===== config.mk =====
export PLATFORM = sky130hd
export DESIGN_NAME = multicycle_control
export DESIGN_NICKNAME = d
export VERILOG_FILES = /design/src/rtl/mips_pkg.sv /design/src/rtl/multicycle_control.sv
export SDC_FILE = /design/constraint.sdc
export NUM_CORES = 1
export LEC_CHECK = 0
export CAP_MARGIN = 20
export CORE_MARGIN = 5
export CORE_UTILIZATION = 45
export CTS_BUF_LIST = sky130_fd_sc_hd__clkbuf_4 sky130_fd_sc_hd__clkbuf_8
export DETAILED_ROUTE_END_ITERATION = 16
export PLACE_DENSITY = 0.85
export SLEW_MARGIN = 20
export SYNTH_ARGS = -nofsm -noshare
export SYNTH_HDL_FRONTEND = slang
export SYNTH_SLANG_ARGS = --single-unit

===== constraint.sdc =====
create_clock -name clk -period 3.3 [get_ports clk]
set_clock_uncertainty 0.05 [all_clocks]
set_input_delay 0.66 -clock clk [delete_from_list [all_inputs] [get_ports clk]]
set_output_delay 0.66 -clock clk [all_outputs]
set_load 0.02 [all_outputs]

===== src/rtl/mips_pkg.sv =====
// Shared definitions for the multicycle MIPS control unit: opcodes, ALU
// operation codes, FSM state encoding and datapath mux encodings.
package mips_pkg;

  localparam logic [5:0] OP_R    = 6'b000000;
  localparam logic [5:0] OP_J    = 6'b000010;
  localparam logic [5:0] OP_JAL  = 6'b000011;
  localparam logic [5:0] OP_BEQ  = 6'b000100;
  localparam logic [5:0] OP_BNE  = 6'b000101;
  localparam logic [5:0] OP_ADDI = 6'b001000;
  localparam logic [5:0] OP_ANDI = 6'b001100;
  localparam logic [5:0] OP_ORI  = 6'b001101;
  localparam logic [5:0] OP_LUI  = 6'b001111;
  localparam logic [5:0] OP_LW   = 6'b100011;
  localparam logic [5:0] OP_SW   = 6'b101011;

  localparam logic [3:0] ALU_J    = 4'b0001;
  localparam logic [3:0] ALU_JAL  = 4'b0010;
  localparam logic [3:0] ALU_LUI  = 4'b0011;
  localparam logic [3:0] ALU_ADD  = 4'b0100;
  localparam logic [3:0] ALU_ANDI = 4'b0101;
  localparam logic [3:0] ALU_ORI  = 4'b0110;
  localparam logic [3:0] ALU_R    = 4'b0111;
  localparam logic [3:0] ALU_BEQ  = 4'b1000;
  localparam logic [3:0] ALU_BNE  = 4'b1001;
  localparam logic [3:0] ALU_LW   = 4'b1010;
  localparam logic [3:0] ALU_SW   = 4'b1011;

  localparam logic [1:0] REG_DST_RT = 2'd0;
  localparam logic [1:0] REG_DST_RD = 2'd1;
  localparam logic [1:0] REG_DST_RA = 2'd2;

  localparam logic [1:0] PC_SRC_ALU    = 2'd0;
  localparam logic [1:0] PC_SRC_ALUOUT = 2'd1;
  localparam logic [1:0] PC_SRC_JUMP   = 2'd2;

  localparam logic [1:0] SRC_B_RT      = 2'd0;
  localparam logic [1:0] SRC_B_FOUR    = 2'd1;
  localparam logic [1:0] SRC_B_IMM     = 2'd2;
  localparam logic [1:0] SRC_B_IMM_SH2 = 2'd3;

  localparam logic [1:0] CAUSE_NONE    = 2'd0;
  localparam logic [1:0] CAUSE_ILLEGAL = 2'd1;
  localparam logic [1:0] CAUSE_TIMEOUT = 2'd2;

  typedef enum logic [3:0] {
    S_IDLE     = 4'd0,
    S_FETCH    = 4'd1,
    S_DECODE   = 4'd2,
    S_EXEC     = 4'd3,
    S_ALU_WB   = 4'd4,
    S_MEM_ADDR = 4'd5,
    S_MEM_RD   = 4'd6,
    S_MEM_WB   = 4'd7,
    S_MEM_WR   = 4'd8,
    S_BRANCH   = 4'd9,
    S_JUMP     = 4'd10,
    S_TRAP     = 4'd11
  } state_t;

  // 4-bit ALU operation for a latched opcode; unknown opcodes never reach
  // the states that use this, so they map to 0.
  function automatic logic [3:0] alu_code(input logic [5:0] opc);
    case (opc)
      OP_R:    alu_code = ALU_R;
      OP_ADDI: alu_code = ALU_ADD;
      OP_ANDI: alu_code = ALU_ANDI;
      OP_ORI:  alu_code = ALU_ORI;
      OP_LUI:  alu_code = ALU_LUI;
      OP_BEQ:  alu_code = ALU_BEQ;
      OP_BNE:  alu_code = ALU_BNE;
      OP_LW:   alu_code = ALU_LW;
      OP_SW:   alu_code = ALU_SW;
      OP_J:    alu_code = ALU_J;
      OP_JAL:  alu_code = ALU_JAL;
      default: alu_code = 4'b0000;
    endcase
  endfunction

endpackage


===== src/rtl/multicycle_control.sv =====
// Moore-style control FSM for the multicycle MIPS datapath. Sequences
// fetch/decode/execute/memory/writeback, waits on mem_ready and traps on an
// illegal opcode or a memory access that never completes.
//
//  state      | meaning
//  S_IDLE     | post-reset, nothing driven
//  S_FETCH    | instruction read at PC, PC+4 computed; IR/PC load on mem_ready
//  S_DECODE   | opcode latched, branch target computed into ALUOut
//  S_EXEC     | ALU op for R-type / immediate instructions
//  S_ALU_WB   | ALU result written to register file
//  S_MEM_ADDR | effective address computation for LW/SW
//  S_MEM_RD   | data read, waiting on mem_ready
//  S_MEM_WB   | loaded data written to register file
//  S_MEM_WR   | data write, waiting on mem_ready
//  S_BRANCH   | conditional PC load from ALUOut
//  S_JUMP     | PC load from jump target (JAL also links $ra)
//  S_TRAP     | absorbing error state, left only by reset
module multicycle_control
  import mips_pkg::*;
#(
  parameter int ALUOP_WIDTH = 4,
  parameter int MEM_TIMEOUT = 16,
  parameter int CNT_WIDTH   = 5
) (
  input  logic                   clk,
  input  logic                   reset,
  input  logic [5:0]             op,
  input  logic                   mem_ready,
  output logic                   pc_write,
  output logic                   pc_write_beq,
  output logic                   pc_write_bne,
  output logic                   i_or_d,
  output logic                   mem_read,
  output logic                   mem_write,
  output logic                   ir_write,
  output logic                   mem_to_reg,
  output logic [1:0]             reg_dst,
  output logic                   reg_write,
  output logic                   alu_src_a,
  output logic [1:0]             alu_src_b,
  output logic [1:0]             pc_source,
  output logic [ALUOP_WIDTH-1:0] alu_op,
  output logic                   instr_done,
  output logic                   trap,
  output logic [1:0]             trap_cause
);

  localparam logic [CNT_WIDTH-1:0] LP_CNT_LAST =
    CNT_WIDTH'((MEM_TIMEOUT == 0) ? 0 : MEM_TIMEOUT - 1);

  state_t                 r_state;
  state_t                 w_next_state;
  logic   [5:0]           r_op_q;
  logic   [CNT_WIDTH-1:0] r_wait_cnt;
  logic   [1:0]           r_trap_cause;
  logic   [1:0]           w_next_cause;
  logic                   w_is_wait;
  logic                   w_timeout;
  logic   [3:0]           w_alu_code;

  assign w_is_wait = (r_state == S_FETCH) || (r_state == S_MEM_RD) ||
                     (r_state == S_MEM_WR);
  // Timeout fires only while still waiting; a completing access wins.
  assign w_timeout = (MEM_TIMEOUT != 0) && w_is_wait && !mem_ready &&
                     (r_wait_cnt == LP_CNT_LAST);

  // Next-state and trap-cause selection
  always_comb begin
    w_next_state = r_state;
    w_next_cause = CAUSE_NONE;
    case (r_state)
      S_IDLE:   w_next_state = S_FETCH;
      S_FETCH: begin
        if (mem_ready) begin
          w_next_state = S_DECODE;
        end else if (w_timeout) begin
          w_next_state = S_TRAP;
          w_next_cause = CAUSE_TIMEOUT;
        end
      end
      S_DECODE: begin
        case (op)
          OP_R, OP_ADDI, OP_ANDI, OP_ORI, OP_LUI: w_next_state = S_EXEC;
          OP_LW, OP_SW:                           w_next_state = S_MEM_ADDR;
          OP_BEQ, OP_BNE:                         w_next_state = S_BRANCH;
          OP_J, OP_JAL:                           w_next_state = S_JUMP;
          default: begin
            w_next_state = S_TRAP;
            w_next_cause = CAUSE_ILLEGAL;
          end
        endcase
      end
      S_EXEC:     w_next_state = S_ALU_WB;
      S_ALU_WB:   w_next_state = S_FETCH;
      S_MEM_ADDR: w_next_state = (r_op_q == OP_SW) ? S_MEM_WR : S_MEM_RD;
      S_MEM_RD: begin
        if (mem_ready) begin
          w_next_state = S_MEM_WB;
        end else if (w_timeout) begin
          w_next_state = S_TRAP;
          w_next_cause = CAUSE_TIMEOUT;
        end
      end
      S_MEM_WB:   w_next_state = S_FETCH;
      S_MEM_WR: begin
        if (mem_ready) begin
          w_next_state = S_FETCH;
        end else if (w_timeout) begin
          w_next_state = S_TRAP;
          w_next_cause = CAUSE_TIMEOUT;
        end
      end
      S_BRANCH:   w_next_state = S_FETCH;
      S_JUMP:     w_next_state = S_FETCH;
      S_TRAP:     w_next_state = S_TRAP;
      default:    w_next_state = S_IDLE;
    endcase
  end

  // State, latched opcode, wait counter and trap cause registers
  always_ff @(posedge clk or negedge reset) begin
    if (!reset) begin
      r_state      <= S_IDLE;
      r_op_q       <= 6'd0;
      r_wait_cnt   <= '0;
      r_trap_cause <= CAUSE_NONE;
    end else begin
      r_state <= w_next_state;
      if (r_state == S_DECODE) begin
        r_op_q <= op;
      end
      // Counting only while staying in the same wait state clears the count
      // both on entry and when an access completes.
      if (w_is_wait && (w_next_state == r_state)) begin
        r_wait_cnt <= r_wait_cnt + CNT_WIDTH'(1);
      end else begin
        r_wait_cnt <= '0;
      end
      if ((w_next_state == S_TRAP) && (r_state != S_TRAP)) begin
        r_trap_cause <= w_next_cause;
      end
    end
  end

  // Output decode from the state register (mem_ready only qualifies completion pulses)
  always_comb begin
    pc_write     = 1'b0;
    pc_write_beq = 1'b0;
    pc_write_bne = 1'b0;
    i_or_d       = 1'b0;
    mem_read     = 1'b0;
    mem_write    = 1'b0;
    ir_write     = 1'b0;
    mem_to_reg   = 1'b0;
    reg_dst      = REG_DST_RT;
    reg_write    = 1'b0;
    alu_src_a    = 1'b0;
    alu_src_b    = SRC_B_RT;
    pc_source    = PC_SRC_ALU;
    w_alu_code   = 4'b0000;
    instr_done   = 1'b0;
    case (r_state)
      S_FETCH: begin
        mem_read   = 1'b1;
        alu_src_b  = SRC_B_FOUR;
        w_alu_code = ALU_ADD;
        ir_write   = mem_ready;
        pc_write   = mem_ready;
      end
      S_DECODE: begin
        alu_src_b  = SRC_B_IMM_SH2;
        w_alu_code = ALU_ADD;
      end
      S_EXEC: begin
        alu_src_a  = 1'b1;
        alu_src_b  = (r_op_q == OP_R) ? SRC_B_RT : SRC_B_IMM;
        w_alu_code = alu_code(r_op_q);
      end
      S_ALU_WB: begin
        reg_write  = 1'b1;
        reg_dst    = (r_op_q == OP_R) ? REG_DST_RD : REG_DST_RT;
        instr_done = 1'b1;
      end
      S_MEM_ADDR: begin
        alu_src_a  = 1'b1;
        alu_src_b  = SRC_B_IMM;
        w_alu_code = alu_code(r_op_q);
      end
      S_MEM_RD: begin
        mem_read = 1'b1;
        i_or_d   = 1'b1;
      end
      S_MEM_WB: begin
        reg_write  = 1'b1;
        mem_to_reg = 1'b1;
        instr_done = 1'b1;
      end
      S_MEM_WR: begin
        mem_write  = 1'b1;
        i_or_d     = 1'b1;
        instr_done = mem_ready;
      end
      S_BRANCH: begin
        alu_src_a    = 1'b1;
        w_alu_code   = alu_code(r_op_q);
        pc_source    = PC_SRC_ALUOUT;
        pc_write_beq = (r_op_q == OP_BEQ);
        pc_write_bne = (r_op_q == OP_BNE);
        instr_done   = 1'b1;
      end
      S_JUMP: begin
        pc_source  = PC_SRC_JUMP;
        pc_write   = 1'b1;
        instr_done = 1'b1;
        if (r_op_q == OP_JAL) begin
          reg_write = 1'b1;
          reg_dst   = REG_DST_RA;
        end
      end
      default: ;
    endcase
  end

  assign alu_op     = ALUOP_WIDTH'(w_alu_code);
  assign trap       = (r_state == S_TRAP);
  assign trap_cause = r_trap_cause;

endmodule


==> results list, run 1 <==
* Outcome: complete, no violations
* Cell at the root of the clock tree: sky130_fd_sc_hd__clkbuf_4
* Antenna Cells: 0
- Die boundary width: ~65 µm
- In this run the count of I/O pins placed on the die edge is 33.
- Area contributors post-synth: sky130_fd_sc_hd__dfrtp_1 31%, sky130_fd_sc_hd__nand2_1 6.8%, sky130_fd_sc_hd__nor2_1 6.5%
- Power per Cell Area: slightly above 900 mW/mm²
- At the later pin of the worst-skew pair, clock insertion delay measures 0.28 ns.
- Setup repair after global routing left no endpoint under its margin.
- The count of nets left with antenna violations once routing finished came out at 0.
- Global-route total usage across every layer: 15.36%
- Cell variety after synth: 45
- Share of the synthesized area in the top cell type: 30.88%
- Initial antenna violation count: 0
- Routability cong.: 0.8619
- Worst path depth: 5
- Drt pass-1 iters: 4
* Net switching power of the design: 0.7646 mW
* H-tree lvl count: 1
* Min-delay src: r_wait_cnt[0]
* Number of maximum-capacitance violations: 0
* Kind of capture point of the worst setup path: output port
* Clock power frac: 7.3%
- Worst slack, placed: around 0.22 ns
- In this run the static leakage power is between 0.6 and 0.7 nW.
- Per report_power, the sequential group accounts for around a quarter of the total.
- Slowest stage cell on the critical path: sky130_fd_sc_hd__clkdlybuf4s50_1
- Setup Fix Bufs, Post-CTS: 0
- Number of buffers inserted by hold repair at cts: 0
- Final setup TNS: 0 ns
- Tracing the worst setup path back leads to its startpoint at r_state[1].
- Data on the critical path is required at its endpoint by 2.59 ns.
- Sinks on Clock Net: 17
- In this run the standard cell core region covers 0.003003 mm².
- Share of layout cells above drive strength 1: around 7.2%
- Kind of start point of the critical path: register
* DIE HEIGHT: 65.33 µm
- The clock passes through at most 2 buffers.
* Net count of the finished layout: 220
- Placed wire-length estimate: 2445 µm
- Global routing finished with a remaining overflow of 0.
- Fill cells in the final layout number 285.
- The detailed router finished its first iteration with 113 violations.
- Slew @ Worst Pin: between 0.6 and 0.7 ns
- The tightest min-delay check is of the register to register type.
- The worst path in the final design needs a cycle of 3.124 ns, including I/O delays and setup.
- The biggest area contributor in the post-synthesis netlist is sky130_fd_sc_hd__dfrtp_1.
* Highest attainable clock frequency: 320.1 MHz
- Final hold violation count: 0
- Clock-pin slew reported for the worst setup and hold paths after clock tree synthesis: 0.09 ns
- Synthesized netlist cell count: 183
- Routed vias: around 1400
- The worst hold path terminates at r_wait_cnt[0].
* Length in cells of the worst reg-to-reg path: 9
- Final setup violation count: 0
- By instance count, the leading cell after synthesis is sky130_fd_sc_hd__nand2_1.
- Yosys printed 0 warnings.
* Cell area after placement: 0.001667 mm²
- Pin count of the biggest net entering global routing: 19
* Buffers plus inverters on the worst setup path: 1
- The internal power of the cells totals approximately 0.8 mW.
- The worst path uses 94.65% of the clock period.
- The worst setup path is of the register to output port kind.
- Via count of the first global-routing pass: between 1000 and 1500
* Switching part of the total power: 48.93%
- Counting instances, the worst hold path has a depth of 1.
- Using the TritonRoute via totals, the vias-per-cell ratio works out to about 5.7.
* Relative contribution of combinational cells to total power: 67.1%
- After synthesis, flip-flops and latches occupy 30.88% of the total area.
* Cell chain of the critical path: nor3b_1 > o21ai_0 > or2_2 > nor2_1 > clkdlybuf4s50_1
- Worst Path Arrival: 2.41 ns
- Wire length per cell: 13.00 µm
- The number of nets handed over by synthesis was 194.
- Ys flop type: sky130_fd_sc_hd__dfrtp_1
* Signed area change from the synthesized netlist to the final layout: 23.16%
* Largest delay contributor family on the critical path: simple AND/OR/NAND/NOR gates
* Avg Synthesized Cell Area: 7.528 µm²
- Resize count post-CTS: 0
* Worst relative slew slack: 53.46%
- Global-route wire length before repair: 5292 µm
- Critical register-to-register path endpoint: trap_cause[0]
- Commonest cells in the synthesized netlist: 25 x sky130_fd_sc_hd__nand2_1, 24 x sky130_fd_sc_hd__nor2_1, 17 x sky130_fd_sc_hd__dfrtp_1
- For this run, the slowest stage of the critical path takes ~0.60 ns.
* Highest net fanout along the worst path: 4
- The max-slew violation total from the final report came to 0.
- Reg2Reg Setup Slack: 0.65 ns
- After detailed routing, the number of remaining DRC violations is 0.
* Reg-to-reg startpoint: r_wait_cnt[0]
* Starting Density: 45.87%
- Routed wire length: 3134 µm
* Post-route cell area: 0.001697 mm²
- After synthesis, the share of flip-flops with an asynchronous set or reset is 100.0%.
- Cts bufs inserted: 3
- Die Footprint: 0.004268 mm²
- Number of flops mapped to enable cells by yosys: 0
* Worst setup margin: between 0.15 and 0.2 ns
* TritonCTS clock tree: done
- Flip-flop and latch count after synthesis: 17
- Worst VDD drop: 368.7 µV
* Summed instance area of the synthesized netlist: 0.001378 mm²
- Port buffer count: 32
- Row count: 20
sequential cells by signal, summed over array words and instances, names as in the netlist:
name / cells
r_op_q: 6
r_state: 4
r_wait_cnt: 5
trap_cause: 2
area by class of cell:
class | count | area (µm²) | share of cell area (%)
clock buffers | 4 | 30.03 | 1.770
multi-input cells | 142 | 815.8 | 48.08
flip-flops and latches | 17 | 425.4 | 25.07
repair buffers | 36 | 350.3 | 20.65
well taps | 33 | 41.29 | 2.434
inverters | 9 | 33.78 | 1.991
cell usage in the layout (no fill, tap or decap), types with 2 or more instances in the layout:
| cell | Yosys | routed |
|---|---|---|
| sky130_fd_sc_hd__a211oi_1 | 2 | 2 |
| sky130_fd_sc_hd__nor2b_1 | 4 | 4 |
| sky130_fd_sc_hd__xnor2_1 | 3 | 3 |
| sky130_fd_sc_hd__or3_1 | 4 | 4 |
| sky130_fd_sc_hd__clkbuf_4 | 0 | 4 |
| sky130_fd_sc_hd__nand2_1 | 25 | 25 |
| sky130_fd_sc_hd__nor3b_1 | 2 | 2 |
| sky130_fd_sc_hd__a31oi_1 | 2 | 2 |
| sky130_fd_sc_hd__nor2_1 | 24 | 24 |
| sky130_fd_sc_hd__clkdlybuf4s50_1 | 0 | 32 |
| sky130_fd_sc_hd__or2_2 | 3 | 3 |
| sky130_fd_sc_hd__and3_1 | 2 | 2 |
| sky130_fd_sc_hd__nor4_1 | 9 | 9 |
| sky130_fd_sc_hd__ha_1 | 2 | 2 |
| sky130_fd_sc_hd__buf_4 | 2 | 4 |
| sky130_fd_sc_hd__dfrtp_1 | 17 | 17 |
| sky130_fd_sc_hd__nor3_1 | 10 | 10 |
| sky130_fd_sc_hd__nand2b_1 | 6 | 6 |
| sky130_fd_sc_hd__a21oi_1 | 13 | 13 |
| sky130_fd_sc_hd__o21ai_0 | 6 | 6 |
| sky130_fd_sc_hd__inv_1 | 9 | 9 |
| sky130_fd_sc_hd__o211ai_1 | 2 | 2 |
| sky130_fd_sc_hd__and2_1 | 2 | 2 |
worst max path at each step:
stage,to,slack (ns)
floorplan,pc_write,0.85
global placement,pc_write,0.23
detailed placement,pc_write,0.22
CTS,alu_op[3],0.19
global route,alu_op[0],0.002
finish,alu_op[3],0.18
through the flow:
| stage | total power [mW] | hold WS [ns] | std cells | utilization [%] |
|---|---|---|---|---|
| after CTS | 1.564 | 0.4181 | 241 | 56.50 |
| after detailed placement | 1.448 | 0.4042 | 237 | 55.50 |
| final | 1.563 | 0.4126 | 241 | 56.50 |
| after global placement | 1.430 | 0.4009 | 237 | 55.50 |
| after global routing | 1.695 | 0.4591 | 241 | 56.50 |
| after floorplan | 1.159 | 0.3144 | 183 | - |
power groups by stage:
stage	Clock (mW)	Combinational, mW	Sequential, mW
6_report	0.114	1.05	0.400
5_1_grt	0.127	1.15	0.417
4_1_cts	0.116	1.05	0.397
3_5_place_dp	0	1.05	0.401
3_3_place_gp	0	1.03	0.398
2_1_floorplan	0	0.818	0.341
cell families after synthesis:
family,synth area share (%)
AO/OA/AOI/OAI,17.26
XOR/XNOR,2.544
adder cells (fa/ha/maj),1.816
buffers and inverters,9.899
flip-flops,30.88
multiplexers,0.7266
AND/OR/NAND/NOR,36.88
routing by layer:
metal	wire length, µm	part of all wire (%)	track usage, %	vias to the layer above
met1	1482	47	21.09	628
met2	1400	45	24.27	47
met5	0	0	0	-
met3	224	7.1	3.419	5
met4	27	0.86	4.145	0
li1	-	-	-	687
Note: power is estimated with default switching activity, not from simulation.
==> run 2, diff against run 1 <==
==> constraint.sdc (replaced) <==
create_clock -name clk -period 3.79 [get_ports clk]
set_clock_uncertainty 0.05 [all_clocks]
set_input_delay 0.758 -clock clk [delete_from_list [all_inputs] [get_ports clk]]
set_output_delay 0.758 -clock clk [all_outputs]
set_load 0.02 [all_outputs]
==> results list, run 2 (synthesis results as in run 1) <==
* Drt pass-1 iters: 4
* Remaining DRCs: 0
- Largest delay contributor family on the critical path: buffers and inverters
- Setup repair after global routing missed its margin: false
* Post-route cell area: 0.001689 mm²
- The longest clock path from root to sink contains 2 buffers.
* Worst setup margin: 0.4567 ns
- Summing all placed instances gives a cell area of ~0.0017 mm².
- For this run the aggregate overflow at the end of global routing stands at 0.
- Relative to the synthesized area, the layout overhead comes to 22.62%.
- In this run the tightest slew margin relative to its limit is ~50%.
* Leading registers by flop count: r_op_q x6, r_wait_cnt x5, r_state x4
- Power per Cell Area: approximately 800 mW/mm²
- Count of pins over their slew limit: 0
- Placed instance count: 236
- Final hold violation count: 0
* Resize count post-CTS: 0
* Worst slack, placed: 0.4794 ns
- Setup total negative slack on the finished layout was measured at 0 ns.
- The min-delay analysis places its worst path in the category register to register.
- Routed vias: 1357
- Leaving out fill and tap cells, the most frequent cell in the layout is sky130_fd_sc_hd__clkdlybuf4s50_1.
* Pin count of the biggest net entering global routing: 20
- Number of buffers inserted by hold repair at cts: 0
* Area of the core region: roughly 0.003 mm²
* Kind of start point of the critical path: input port
- The count of buffers added on input and output ports is 32.
- Kind of capture point of the worst setup path: output port
- Walking the worst path, the cells encountered are clkdlybuf4s50_1 > inv_1 > nor4_1 > or2_2 > clkdlybuf4s50_1.
- At the end of routability-driven placement, the weighted congestion stood at about 0.88.
- Antenna Cells: 0
- TritonCTS clock tree: done
- Row count: 20
- Post-route insts no fill: 240
- Wire length per cell: around 13 µm
* Final setup violation count: 0
* Highest attainable clock frequency: 300.0 MHz
* Clock latency on the worst-skew pair: approximately 0.28 ns
- Post-layout utilization of the core: 56.25%
- Placed wire-length estimate: 2461 µm
- Starting Density: 45.87%
- Global routing used 15.64% of the available tracks across all layers.
- Worst VDD drop: 431.4 µV
- In this design, the stage delay of the slowest critical-path cell is 0.59 ns.
* Via count of the first global-routing pass: 1203
- More flip-flops sit in one register than any other, and that register is r_op_q.
* Avg Vias per Cell: 5.654
- Data on the critical path is required at its endpoint by 2.98 ns.
- Number of primary I/O pins: 33
- Starting DRT DRC Count: 140
* H-tree lvl count: 1
- In the final design database the tool counted 219 nets.
- At the pin with the least slew margin, the transition time is roughly 0.73 ns.
- Measured along the x axis, the die boundary spans 65.33 µm.
- Outcome: complete, no violations
* Classification of the worst setup path: input port to output port
- Routed wire length: 3109 µm
* Most common cell type on the critical path: sky130_fd_sc_hd__clkdlybuf4s50_1
- Highest net fanout along the worst path: 6
* Post-route antenna net violation count: 0
- Global-route wire length before repair: 5340 µm
- Setup Fix Bufs, Post-CTS: 0
- The number of antenna violations at the first check in global routing was 0.
- Buffers plus inverters on the worst setup path: 3
* Max reg flops: 6
- The tree built by TritonCTS fans out to 17 sinks.
- Leakage dissipation: 0.6922 nW
- Most used cells in the layout excluding fill and tap cells: 32 x sky130_fd_sc_hd__clkdlybuf4s50_1, 25 x sky130_fd_sc_hd__nand2_1, 24 x sky130_fd_sc_hd__nor2_1, 17 x sky130_fd_sc_hd__dfrtp_1, 13 x sky130_fd_sc_hd__a21oi_1
- Cell at the root of the clock tree: sky130_fd_sc_hd__clkbuf_4
- Cts bufs inserted: 3
- Number of maximum-capacitance violations: 0
- DIE HEIGHT: approximately 65 µm
- Among all stages on the critical path, the largest delay is contributed by sky130_fd_sc_hd__clkdlybuf4s50_1.
* Worst Path Arrival: 2.53 ns
* Min cycle time layout: around 3.3 ns
- Final worst path period share: 87.95%
* Share of layout cells above drive strength 1: 6.763%
- Die Footprint: 0.004268 mm²
- After clock tree synthesis, the clock-pin slew on the worst setup and hold paths is 0.08 ns.
## run 2: layer usage
metal / up-vias / routed length, µm / share of wire [%] / GRT usage [%]
met5: - / 0 / 0 / 0
met4: 0 / 12 / 0.39 / 4.145
met3: 2 / 215 / 6.9 / 3.419
met2: 47 / 1445 / 46 / 26.17
met1: 617 / 1436 / 46 / 20.34
li1: 691 / - / - / -
## run 2: cell type report
type                            count  area, µm²
Timing Repair Buffer               35      342.8
Fill cell                         275       1314
Tap cell                           33      41.29
Clock buffer                        4      30.03
Inverter                            9      33.78
Multi-Input combinational cell    142      815.8
Sequential cell                    17      425.4
## run 2: path summary, 6_finish.rpt
| path | slack, ns | cells after the start | endpoint | from |
|---|---|---|---|---|
| min in group asynchronous | 0.85 | 1 | r_wait_cnt[3] | reset |
| hold / removal | 0.42 | 1 | r_wait_cnt[0] | r_wait_cnt[0] |
| setup / recovery | 0.46 | 5 | pc_write | mem_ready |
| setup reg to reg | 1.09 | 9 | trap_cause[0] | r_wait_cnt[0] |
| max in group asynchronous | 2.38 | 1 | r_state[2] | reset |
| hold reg to reg | 0.42 | 1 | r_wait_cnt[0] | r_wait_cnt[0] |
## run 2: worst register-to-register path, delay by kind of cell (launching register included)
kind / cells / cell delay (ns)
DFF: 1 / 0.41
and+or+nand+nor: 5 / 1.11
AOI/OAI and AO/OA: 2 / 0.54
adders and majority gates: 2 / 0.48
## run 2: power by group
group	leakage [nW]	internal, mW	total (mW)	switching, mW
registers	0.216	0.251	0.362	0.111
clock network	0.0184	0.0480	0.0989	0.0509
logic	0.458	0.389	0.887	0.498
total	0.692	0.688	1.35	0.661
## run 2: through the flow
stage          power (mW)  hold slack, ns
2_1_floorplan       1.009          0.3829
3_3_place_gp        1.237          0.4031
3_5_place_dp        1.250          0.4138
4_1_cts             1.354          0.4239
5_1_grt             1.468          0.4555
6_report            1.348          0.4202
==> run 3, diff against run 2 <==
--- a/config.mk
+++ b/config.mk
@@ -5,7 +5,7 @@
 export SDC_FILE = /design/constraint.sdc
 export NUM_CORES = 1
 export LEC_CHECK = 0
-export CAP_MARGIN = 20
+export CAP_MARGIN = 15
 export CORE_MARGIN = 5
 export CORE_UTILIZATION = 45
 export CTS_BUF_LIST = sky130_fd_sc_hd__clkbuf_4 sky130_fd_sc_hd__clkbuf_8
==> results of run 3 <==
Same layout as run 2: the final DEF is identical, and so are final timing and power.
